[src/rtl/mouse_pkg.sv]
// Shared PS/2 mouse definitions: receiver FSM states, frame constants, error bit indices.
package mouse_pkg;

  typedef enum logic [2:0] {
    IDLE,
    DATA,
    PARITY,
    STOP,
    EMIT
  } state_t;

  localparam int unsigned TIMEOUT_DEFAULT = 50000;

  localparam int unsigned ERR_PARITY = 0;
  localparam int unsigned ERR_STOP   = 1;

  localparam int unsigned DATA_BITS  = 8;
  localparam logic        ODD_PARITY = 1'b1;

  // True when data plus parity bit do not contain an odd number of ones.
  function automatic logic parity_error(input logic [DATA_BITS-1:0] d, input logic p);
    return (^d ^ p) != ODD_PARITY;
  endfunction

endpackage

[src/rtl/ps2_edge_sync.sv]
// Two-flop synchronisers for the PS/2 clock and data pads plus a falling-edge
// detector on the synchronised clock. All flops reset to the idle-high level.
module ps2_edge_sync (
  input  logic clk,
  input  logic reset,
  input  logic ps2_clk,
  input  logic ps2_data,
  output logic fall,
  output logic data_sync
);

  logic [1:0] clk_sync;
  logic [1:0] dat_sync;
  logic       clk_dly;

  // Synchronise both pad lines and keep one extra delayed copy of the clock.
  always_ff @(posedge clk) begin
    if (reset) begin
      clk_sync <= '1;
      dat_sync <= '1;
      clk_dly  <= 1'b1;
    end else begin
      clk_sync <= {clk_sync[0], ps2_clk};
      dat_sync <= {dat_sync[0], ps2_data};
      clk_dly  <= clk_sync[1];
    end
  end

  assign fall      = clk_dly & ~clk_sync[1];
  assign data_sync = dat_sync[1];

endmodule

[src/rtl/mouse_receiver.sv]
// PS/2 device-to-host receiver: deserialises start/8 data/odd parity/stop frames,
// emits each byte with a one-cycle ready strobe and a parity/stop error code.
module mouse_receiver
  import mouse_pkg::*;
#(
  parameter int unsigned TIMEOUT = TIMEOUT_DEFAULT,
  parameter int unsigned CNT_W   = 16
) (
  input  logic       CLK,
  input  logic       RESET,
  input  logic       CLK_MOUSE_IN,
  input  logic       DATA_MOUSE_IN,
  input  logic       READ_ENABLE,
  output logic [7:0] BYTE_READ,
  output logic [1:0] BYTE_ERROR_CODE,
  output logic       BYTE_READY
);

  localparam logic [CNT_W-1:0] TIMEOUT_CNT = CNT_W'(TIMEOUT);

  state_t               state, state_nxt;
  logic [DATA_BITS-1:0] shift_q, shift_nxt;
  logic [2:0]           bit_cnt, bit_cnt_nxt;
  logic                 parity_q, parity_nxt;
  logic                 stop_q, stop_nxt;
  logic [CNT_W-1:0]     cnt, cnt_nxt;
  logic [7:0]           byte_nxt;
  logic [1:0]           code_nxt;
  logic                 ready_nxt;
  logic                 fall;
  logic                 data;

  ps2_edge_sync u_sync (
    .clk       (CLK),
    .reset     (RESET),
    .ps2_clk   (CLK_MOUSE_IN),
    .ps2_data  (DATA_MOUSE_IN),
    .fall      (fall),
    .data_sync (data)
  );

  // Next-state and datapath update; abort on READ_ENABLE low, then fall beats timeout.
  always_comb begin
    state_nxt   = state;
    shift_nxt   = shift_q;
    bit_cnt_nxt = bit_cnt;
    parity_nxt  = parity_q;
    stop_nxt    = stop_q;
    cnt_nxt     = cnt;
    byte_nxt    = BYTE_READ;
    code_nxt    = BYTE_ERROR_CODE;
    ready_nxt   = 1'b0;

    if (state != IDLE && !READ_ENABLE) begin
      state_nxt   = IDLE;
      cnt_nxt     = '0;
      bit_cnt_nxt = '0;
    end else begin
      case (state)
        IDLE: begin
          cnt_nxt = '0;
          if (READ_ENABLE && fall && !data) begin
            state_nxt   = DATA;
            bit_cnt_nxt = '0;
          end
        end
        DATA, PARITY, STOP: begin
          if (fall) begin
            cnt_nxt = '0;
            if (state == DATA) begin
              shift_nxt[bit_cnt] = data;
              if (bit_cnt == 3'd7) begin
                bit_cnt_nxt = '0;
                state_nxt   = PARITY;
              end else begin
                bit_cnt_nxt = bit_cnt + 3'd1;
              end
            end else if (state == PARITY) begin
              parity_nxt = data;
              state_nxt  = STOP;
            end else begin
              stop_nxt  = data;
              state_nxt = EMIT;
            end
          end else if (cnt >= TIMEOUT_CNT) begin
            state_nxt   = IDLE;
            cnt_nxt     = '0;
            bit_cnt_nxt = '0;
          end else if (cnt != '1) begin
            cnt_nxt = cnt + CNT_W'(1);
          end
        end
        EMIT: begin
          byte_nxt             = shift_q;
          code_nxt[ERR_PARITY] = parity_error(shift_q, parity_q);
          code_nxt[ERR_STOP]   = ~stop_q;
          ready_nxt            = 1'b1;
          state_nxt            = IDLE;
          cnt_nxt              = '0;
        end
        default: state_nxt = IDLE;
      endcase
    end
  end

  // State and datapath registers with synchronous reset.
  always_ff @(posedge CLK) begin
    if (RESET) begin
      state           <= IDLE;
      shift_q         <= '0;
      bit_cnt         <= '0;
      parity_q        <= 1'b0;
      stop_q          <= 1'b0;
      cnt             <= '0;
      BYTE_READ       <= '0;
      BYTE_ERROR_CODE <= '0;
      BYTE_READY      <= 1'b0;
    end else begin
      state           <= state_nxt;
      shift_q         <= shift_nxt;
      bit_cnt         <= bit_cnt_nxt;
      parity_q        <= parity_nxt;
      stop_q          <= stop_nxt;
      cnt             <= cnt_nxt;
      BYTE_READ       <= byte_nxt;
      BYTE_ERROR_CODE <= code_nxt;
      BYTE_READY      <= ready_nxt;
    end
  end

endmodule
[config.mk]
export PLATFORM = sky130hd
export DESIGN_NAME = mouse_receiver
export DESIGN_NICKNAME = d
export VERILOG_FILES = /design/src/rtl/mouse_pkg.sv /design/src/rtl/ps2_edge_sync.sv /design/src/rtl/mouse_receiver.sv
export SDC_FILE = /design/constraint.sdc
export NUM_CORES = 1
export LEC_CHECK = 0
export BUFFER_PORTS_ARGS = -buffer_cell sky130_fd_sc_hd__buf_2
export CORE_MARGIN = 1
export CORE_UTILIZATION = 40
export DETAILED_ROUTE_END_ITERATION = 10
export PLACE_DENSITY = 0.59
export SLEW_MARGIN = 20
export SYNTH_ARGS = -nofsm -noshare
export SYNTH_HDL_FRONTEND = slang
export SYNTH_HIERARCHICAL = 1
export SYNTH_SLANG_ARGS = --single-unit
export TNS_END_PERCENT = 100
[constraint.sdc]
create_clock -name CLK -period 2.68 [get_ports CLK]
set_input_delay 0.67 -clock CLK [delete_from_list [all_inputs] [get_ports CLK]]
set_output_delay 0.67 -clock CLK [all_outputs]
set_load 0.005 [all_outputs]
==> flow_summary.yaml, run 1 <==
run_status:
  status: "complete, no violations"
clock_tree:
  tritoncts: "built"
  post_cts_buffers: 0
  cts_resized: 0
  htree_levels: 2
  clock_path_buffers: 2
  cts_made_buffers: 5
  cts-root-buf: "clkbuf_8"
  postCtsHoldBufs: 0
  clk_pin_slew_ns: 0.09
  cts.sinks: 48
  clock_latency_ns: 0.31
final_layout:
  diodes: 0
  n_fill_cell: 559
  nets: 300
  syn_to_final_growth_pct: 9.13
  layout-drive-gt1-share: 0.131
yosys:
  yosys-top-cells-count: "48 x dfxtp_1, 41 x nand2_1, 22 x nor2_1"
  ys_top_cells_by_area: "dfxtp_1 41%, nand2_1 6.6%, mux2i_1 5.6%"
  yosys_warnings: 6
  synth_fp_nets: 288
  synth_edf_count: 0
  synth.most_common_cell: "dfxtp_1"
  async_flop_share: 0
  seq_area_frac_synth: 0.410
  synth_top_area_share: 0.410
  syn_area_um2: 2340
  synth.distinct_cells: 50
  yosysTopAreaCell: "dfxtp_1"
  syn_inst: 279
  syn_avg_cell_area_um2: 8.40
  synthFlopType: "dfxtp_1"
  synth-seq-cells: 48
routing:
  post_drt_wl_per_cell_um: 13.3
  vias: 1976
  routed_wl_um: 4820
  drc: 0
  drt_first_pass_iters: 4
  ant_nets: 0
  drt_iter0_markers: 109
  avgViaCountPerCell: 5.44
worst_hold_path:
  hold_path.class: "reg -> reg"
power:
  p_int_mw: 0.901
  power.switching_mw: 0.261
  p_comb_frac: 0.023
  seqPwrFrac: 0.618
  power_leakage_nw: 0.903
  p_per_area_nw_per_um2: 455
  power_mw: 1.16
  ir_drop_uv: 188
  p_sw_frac: 0.225
  clkPwrFrac: 0.359
timing:
  skew_ns: 0.00621
  clock.fmax_mhz: 451
  finalCritPeriodShare: 0.827
  drv_slew: 0
  fin_crit_ns: 2.22
  rsz0062_at_grt: "false"
  relSlewSlack: 0.465
  worst_pin_slew_ns: 0.797
  setup_viol: 0
  setup-tns-final_ns: 0
  hold_viol_final: 0
grt:
  gr-total-overflow: 0
  grt_pass1_vias: 1787
  antenna_found_initial: 0
  grt_pass1_wl_um: 8290
  grt_usage: 0.172
  grt_max_degree: 20
die:
  die_area_um2: 6170
  ios: 16
  die_h_um: 78.5
  core.rowCount: 27
  die_x_um: 78.5
  start_util: 0.420
  core_um2: 5570
critical_path:
  ff2ff_path_depth: 5
  cp-end-kind: "register"
  start_kind: "register"
  cp_slowest_cell: "or4_4"
  worstPathArrival_ns: 2.47
  crit_chain: "or4_4 -> a311oi_4 -> nand3_2 -> or4_1 -> nand3_1"
  crit_type: "reg -> reg"
  crit_end: "cnt[10]"
  critPathTopFamily: "simple AND/OR/NAND/NOR gates"
  worst-path-stages: 5
  critical_path.max_stage_delay_ns: 0.57
  cp_num_buf_inv: 0
  reg2reg_from: "cnt[10]"
  cp_max_fo: 8
  reg2reg_slack_ns: 0.46
  crit_required_ns: 2.93
  crit_start: "cnt[10]"
  timing.rr.end: "cnt[10]"
place:
  place_hpwl_um: 3350
  io_buffers: 15
  routabilityCongestion: 0.822
run:
  max-cap-violations: 0
## flip-flops by register name, summed over array words and instances, names as in the netlist
name / cells
stop_q: 1
shift_q: 8
BYTE_READ: 8
u_sync/dat_sync: 2
state: 3
cnt: 16
u_sync/clk_sync: 2
u_sync/clk_dly: 1
bit_cnt: 3
BYTE_READY: 1
parity_q: 1
BYTE_ERROR_CODE: 2
## cell families (layout without fill, tap and decap cells)
family                     count (synthesis)  in the layout  synth area share
and+or+nand+nor                          132            132             0.288
AOI/OAI and AO/OA                         50             50             0.147
DFF                                       48             48             0.410
buffers and inverters                     23             35            0.0427
muxes                                     14             14            0.0604
xor gates and xnor gates                   8              8            0.0299
adders and majority gates                  4              4            0.0214
## through the flow
| step | cells | area [um2] | utilization | worst slack, ns | hold slack (ns) |
|---|---|---|---|---|---|
| detailed placement | 356 | 2470 | 0.444 | 0.481 | 0.392 |
| floorplan | 279 | 2340 | - | 0.638 | 0.383 |
| finish | 363 | 2560 | 0.459 | 0.465 | 0.414 |
| CTS | 363 | 2560 | 0.459 | 0.458 | 0.417 |
| global route | 363 | 2560 | 0.459 | 0.236 | 0.435 |
| global placement | 356 | 2470 | 0.444 | 0.527 | 0.390 |
## how the worst min path moves through the flow
stage | slack [ns] | end | depth (start not counted) | startpoint
5_1_grt | 0.43 | u_sync/clk_sync[1] | 1 | u_sync/clk_sync[0]
2_1_floorplan | 0.38 | u_sync/clk_sync[1] | 1 | u_sync/clk_sync[0]
6_report | 0.41 | u_sync/dat_sync[1] | 1 | u_sync/dat_sync[0]
3_3_place_gp | 0.39 | u_sync/clk_sync[1] | 1 | u_sync/clk_sync[0]
4_1_cts | 0.42 | u_sync/dat_sync[1] | 1 | u_sync/dat_sync[0]
3_5_place_dp | 0.39 | u_sync/dat_sync[1] | 1 | u_sync/dat_sync[0]
## placed cells by master, fill, tap and decap left out, types with 4 or more instances in the layout
master,count
ha_1,4
or4_1,5
o21ai_0,7
a31oi_1,10
inv_1,8
dfxtp_1,48
nand3_1,18
nor2_1,22
mux2i_1,13
nor3_1,11
xnor2_1,6
nor2b_1,4
or2_1,5
nand2_1,41
nand3b_1,4
a21oi_1,14
o21ai_1,5
buf_4,5
buf_2,15
clkbuf_8,5
nand4_1,4
## metal layers
| metal | track usage | part of all wire |
|---|---|---|
| met5 | 0 | 0 |
| met4 | 0.0889 | 0.019 |
| met3 | 0.0302 | 0.036 |
| met2 | 0.261 | 0.44 |
| met1 | 0.232 | 0.51 |
## worst register-to-register path, cell delays in order (launching register included)
cell and delay (ns):
dfxtp_1 0.36, or4_4 0.57, a311oi_4 0.39, nand3_2 0.21
or4_1 0.54, nand3_1 0.09
## power by group through the flow
stage          logic [mW]  clock network, mW  registers [mW]
2_1_floorplan      0.0193                  0           0.733
3_3_place_gp       0.0264                  0           0.735
3_5_place_dp       0.0262                  0           0.736
4_1_cts            0.0264              0.431           0.719
5_1_grt            0.0295              0.453           0.719
6_report           0.0263              0.417           0.718
## final cells by class
cell class | instances | area (um2) | area share
Tap cell | 72 | 90.1 | 0.0352
Clock buffer | 5 | 68.8 | 0.0269
Sequential cell | 48 | 961 | 0.376
Clock inverter | 2 | 12.5 | 0.00489
Inverter | 8 | 30.0 | 0.0117
Multi-Input combinational cell | 208 | 1280 | 0.501
Timing Repair Buffer | 20 | 113 | 0.0441
(Power assumes the default switching activity.)
==> run 2: changes to the inputs <==
- PLACE_DENSITY: 0.59 -> 0.61
- clock period: 2.68 -> 1.9 ns (I/O delays scaled with it)
==> flow_summary.yaml, run 2 (synthesis results as in run 1) <==
run_status:
  status: "finished, violations left"
  violations: "setup timing"
clock_tree:
  tritoncts: "built"
  cts-root-buf: "clkbuf_8"
  postCtsHoldBufs: 0
  clk_pin_slew_ns: 0.09
  cts.sinks: 48
  clock_latency_ns: 0.31
  clock_path_buffers: 2
  cts_made_buffers: 5
  htree_levels: 2
timing:
  relSlewSlack: 0.758
  drv_slew: 0
  fin_crit_ns: 2.01
  hold_viol_final: 0
  worst_slack_ns: -0.108
  rsz0062_at_grt: "true"
  worst_pin_slew_ns: 0.363
  finalCritPeriodShare: 1.06
  clock.fmax_mhz: 498
  skew_ns: 0.0146
  hold_ws_ns: 0.354
  setup-tns-final_ns: -0.367
  setup_viol: 9
critical_path:
  worst-path-stages: 5
  reg2reg_from: "cnt[13]"
  crit_type: "reg -> reg"
  reg2reg_slack_ns: -0.11
  critPathTopFamily: "simple AND/OR/NAND/NOR gates"
  cp-end-kind: "register"
  crit_chain: "or4_4 -> a311oi_4 -> nand3_2 -> or4_1 -> o21ai_1"
  start_kind: "register"
  timing.rr.end: "cnt[13]"
  cp_max_fo: 5
  critical_path.max_stage_delay_ns: 0.55
  worstPathArrival_ns: 2.24
  ff2ff_path_depth: 5
  cp_num_buf_inv: 0
  crit_required_ns: 2.14
  cp_slowest_cell: "or4_4"
place:
  place_hpwl_um: 3810
  routabilityCongestion: 0.825
  io_buffers: 15
  pre_cts_slack_ns: -0.144
routing:
  drt_first_pass_iters: 4
  routed_wl_um: 5190
  ant_nets: 0
  drc: 0
  post_drt_wl_per_cell_um: 13.2
  vias: 2063
  avgViaCountPerCell: 5.25
  drt_iter0_markers: 70
grt:
  grt_max_degree: 18
  gr-total-overflow: 0
  grt_pass1_wl_um: 8570
  grt_pass1_vias: 1877
  grt_usage: 0.177
  antenna_found_initial: 0
final_layout:
  top_register: "cnt"
  nets: 329
  layout-drive-gt1-share: 0.221
  largest_register_ffs: 16
  layout_common_cells: "47 x dfxtp_1, 41 x nand2_1, 33 x buf_4"
  fin_util: 0.503
  mostFrequentLayoutCell: "dfxtp_1"
  largestRegisters: "cnt x16, BYTE_READ x8, shift_q x8"
  diodes: 0
  syn_to_final_growth_pct: 19.8
worst_hold_path:
  min_to: "u_sync/clk_sync[0]"
  hold_path.class: "in -> reg"
  min_path_cells: 2
  hold_start: "CLK_MOUSE_IN"
die:
  core_um2: 5570
  ios: 16
  die_x_um: 78.5
  die_area_um2: 6170
  start_util: 0.420
  die_h_um: 78.5
  core.rowCount: 27
run:
  max-cap-violations: 0
power:
  power_leakage_nw: 1.05
  p_per_area_nw_per_um2: 596
  ir_drop_uv: 342
  power_mw: 1.67
==> run 2: cell types whose count changed in the layout (fill, tap and decap cells not counted), sizes merged <==
cell,change
buf,+29
clkinvlp,+1
==> run 2: metrics by stage <==
step,instances,cell area (um2)
after floorplan,279,2350
after global placement,384,2690
after detailed placement,384,2690
after CTS,392,2790
after global routing,393,2810
final,393,2810
==> run 2: worst max path at each step <==
| stage | start | to | slack (ns) |
|---|---|---|---|
| 5_1_grt | cnt[13] | cnt[11] | -0.16 |
| 4_1_cts | cnt[13] | cnt[13] | -0.11 |
| 3_5_place_dp | cnt[13] | cnt[10] | -0.14 |
| 3_3_place_gp | cnt[13] | cnt[10] | -0.10 |
| 2_1_floorplan | cnt[13] | bit_cnt[0] | -0.06 |
| 6_report | cnt[13] | cnt[13] | -0.11 |
==> run 2: metal layers <==
layer,share of wire,GRT usage
met2,0.46,0.280
met1,0.48,0.241
met3,0.046,0.0349
met4,0.012,0.0519
met5,0,0
==> run 2: cell type report <==
cell class | instances | area [um2]
Inverter | 8 | 30.0
Sequential cell | 48 | 962
Clock inverter | 3 | 23.8
Clock buffer | 5 | 68.8
Multi-Input combinational cell | 208 | 1300
Timing Repair Buffer | 49 | 334
Tap cell | 72 | 90.1
Fill cell | 557 | 2770
==> run 2: where the power goes <==
part	internal [mW]	switching [mW]	leakage [nW]
logic	0.0168	0.0257	0.626
registers	1.01	0.00339	0.388
clock network	0.261	0.356	0.0404
==> run 2: worst register-to-register path: stages, from the launching register on <==
cell and delay [ns]:
dfxtp_2 0.33, or4_4 0.55, a311oi_4 0.30, nand3_2 0.19, or4_1 0.49, o21ai_1 0.09
==> run 2: what timing repair did <==
item / CTS / global route
resized for setup: 3 / 3
setup endpoints to repair: 19 / 19
buffers inserted: 0 / 1
pin swaps: 5 / 3
==> run 3: changes to the inputs <==
- PLACE_DENSITY: 0.61 -> 0.59
- clock period: 1.9 -> 2.5 ns (I/O delays scaled with it)
==> flow_summary.yaml, run 3 (synthesis results as in run 1) <==
worst_hold_path:
  hold_path.class: "reg -> reg"
  min_path_cells: 1
  hold_start: "u_sync/clk_sync[0]"
  min_to: "u_sync/clk_sync[1]"
critical_path:
  cp_max_fo: 9
  timing.rr.end: "shift_q[2]"
  critical_path.max_stage_delay_ns: 0.64
  start_kind: "register"
  critPathTopFamily: "simple AND/OR/NAND/NOR gates"
  cp-end-kind: "register"
  cp_slowest_cell: "nor2b_1"
  ff2ff_path_depth: 6
  reg2reg_from: "u_sync/clk_dly"
  crit_chain: "nor2b_1 -> nand3b_1 -> nand3b_1 -> nor3b_1 -> mux2i_1 -> nor2_1"
  cpMostUsedCell: "nand3b_1"
  crit_required_ns: 2.69
  cp_num_buf_inv: 0
  worstPathArrival_ns: 2.43
  crit_type: "reg -> reg"
  reg2reg_slack_ns: 0.27
grt:
  gr-total-overflow: 0
  grt_max_degree: 27
  grt_pass1_wl_um: 8430
  antenna_found_initial: 0
  grt_usage: 0.172
  grt_pass1_vias: 1787
routing:
  post_drt_wl_per_cell_um: 13.3
  routed.top_layer: "met4"
  routed_wl_um: 4880
  drt_iter0_markers: 136
  drt_first_pass_iters: 4
  vias: 2008
  drc: 0
  wl_met3_um: 178
  wl_met1_um: 2400
  ant_nets: 0
  wl_met2_um: 2250
  avgViaCountPerCell: 5.47
die:
  die_x_um: 78.5
  start_util: 0.420
  core.rowCount: 27
  ios: 16
  die_h_um: 78.5
  core_um2: 5570
  die_area_um2: 6170
clock_tree:
  cts_made_buffers: 5
  tritoncts: "built"
  htree_levels: 2
  clock_latency_ns: 0.30
  cts_resized: 0
  cts-root-buf: "clkbuf_8"
  clock_path_buffers: 2
  post_cts_buffers: 0
  clk_pin_slew_ns: 0.09
  cts.sinks: 48
  postCtsHoldBufs: 0
final_layout:
  layout-drive-gt1-share: 0.142
  diodes: 0
  largestRegisters: "cnt x16, BYTE_READ x8, shift_q x8"
  mostFrequentLayoutCell: "dfxtp_1"
  syn_to_final_growth_pct: 11.8
  top_register: "cnt"
  layout_common_cells: "48 x dfxtp_1, 41 x nand2_1, 22 x nor2_1"
  largest_register_ffs: 16
  nets: 303
timing:
  hold_viol_final: 0
  finalCritPeriodShare: 0.893
  fin_crit_ns: 2.23
  drv_slew: 0
  skew_ns: 0.0147
  hold_ws_ns: 0.413
  setup-tns-final_ns: 0
  clock.fmax_mhz: 448
  relSlewSlack: 0.468
  worst_pin_slew_ns: 0.796
  rsz0062_at_grt: "false"
  setup_viol: 0
place:
  place_hpwl_um: 3420
  io_buffers: 15
  routabilityCongestion: 0.844
power:
  power_leakage_nw: 0.940
  clkPwrFrac: 0.428
  seqPwrFrac: 0.552
  p_int_mw: 1.10
  p_sw_frac: 0.209
  p_comb_frac: 0.021
  p_per_area_nw_per_um2: 533
  ir_drop_uv: 326
  power.switching_mw: 0.291
run:
  max-cap-violations: 0
run_status:
  status: "complete, no violations"
-- run 3: cell count changes in the layout (fill, tap and decap cells not counted), sizes merged --
cell / previous run / this run
clkinvlp: 2 / 0
bufinv: 0 / 1
clkbuf: 5 / 6
buf: 49 / 23
-- run 3: how the worst max path moves through the flow --
stage / startpoint / end / slack, ns / depth (start not counted)
after CTS: u_sync/clk_dly / shift_q[7] / 0.28 / 7
final: u_sync/clk_dly / shift_q[2] / 0.27 / 6
after detailed placement: u_sync/clk_dly / shift_q[7] / 0.29 / 7
after global placement: u_sync/clk_dly / shift_q[7] / 0.35 / 7
after floorplan: cnt[10] / bit_cnt[0] / 0.46 / 6
after global routing: u_sync/clk_dly / shift_q[2] / 0.02 / 6
-- run 3: area by class of cell --
cell class / count / area (um2)
repair buffers: 23 / 135
fillers: 564 / 2960
inverters: 8 / 30.0
clock buffers: 6 / 82.6
multi-input cells: 208 / 1280
flip-flops and latches: 48 / 961
well taps: 72 / 90.1
clock inverters: 2 / 38.8
-- run 3: layer usage --
layer,GRT usage,vias to the layer above
li1,-,1008
met1,0.225,953
met2,0.282,40
met3,0.0360,7
met4,0.0500,0
met5,0,-
-- run 3: power by group through the flow --
stage	sequential, mW	combinational (mW)	clock (mW)
after floorplan	0.786	0.0207	0
after global placement	0.788	0.0291	0
after detailed placement	0.788	0.0292	0
after CTS	0.770	0.0293	0.614
after global routing	0.771	0.0324	0.648
final	0.770	0.0288	0.597
-- run 3: per-stage QoR --
step | power (mW) | cell area, um2 | instances | util | worst slack, ns
final | 1.40 | 2620 | 367 | 0.470 | 0.269
after global routing | 1.45 | 2620 | 367 | 0.470 | 0.0235
after CTS | 1.41 | 2620 | 367 | 0.470 | 0.275
after detailed placement | 0.817 | 2500 | 359 | 0.448 | 0.285
after global placement | 0.817 | 2500 | 359 | 0.448 | 0.345
after floorplan | 0.807 | 2340 | 279 | - | 0.458
-- run 3: worst register-to-register path, cell delays in order, from the launching register on --
cell	delay, ns
dfxtp_1	0.31
nor2b_1	0.64
nand3b_1	0.32
nand3b_1	0.33
nor3b_1	0.28
mux2i_1	0.21
nor2_1	0.05
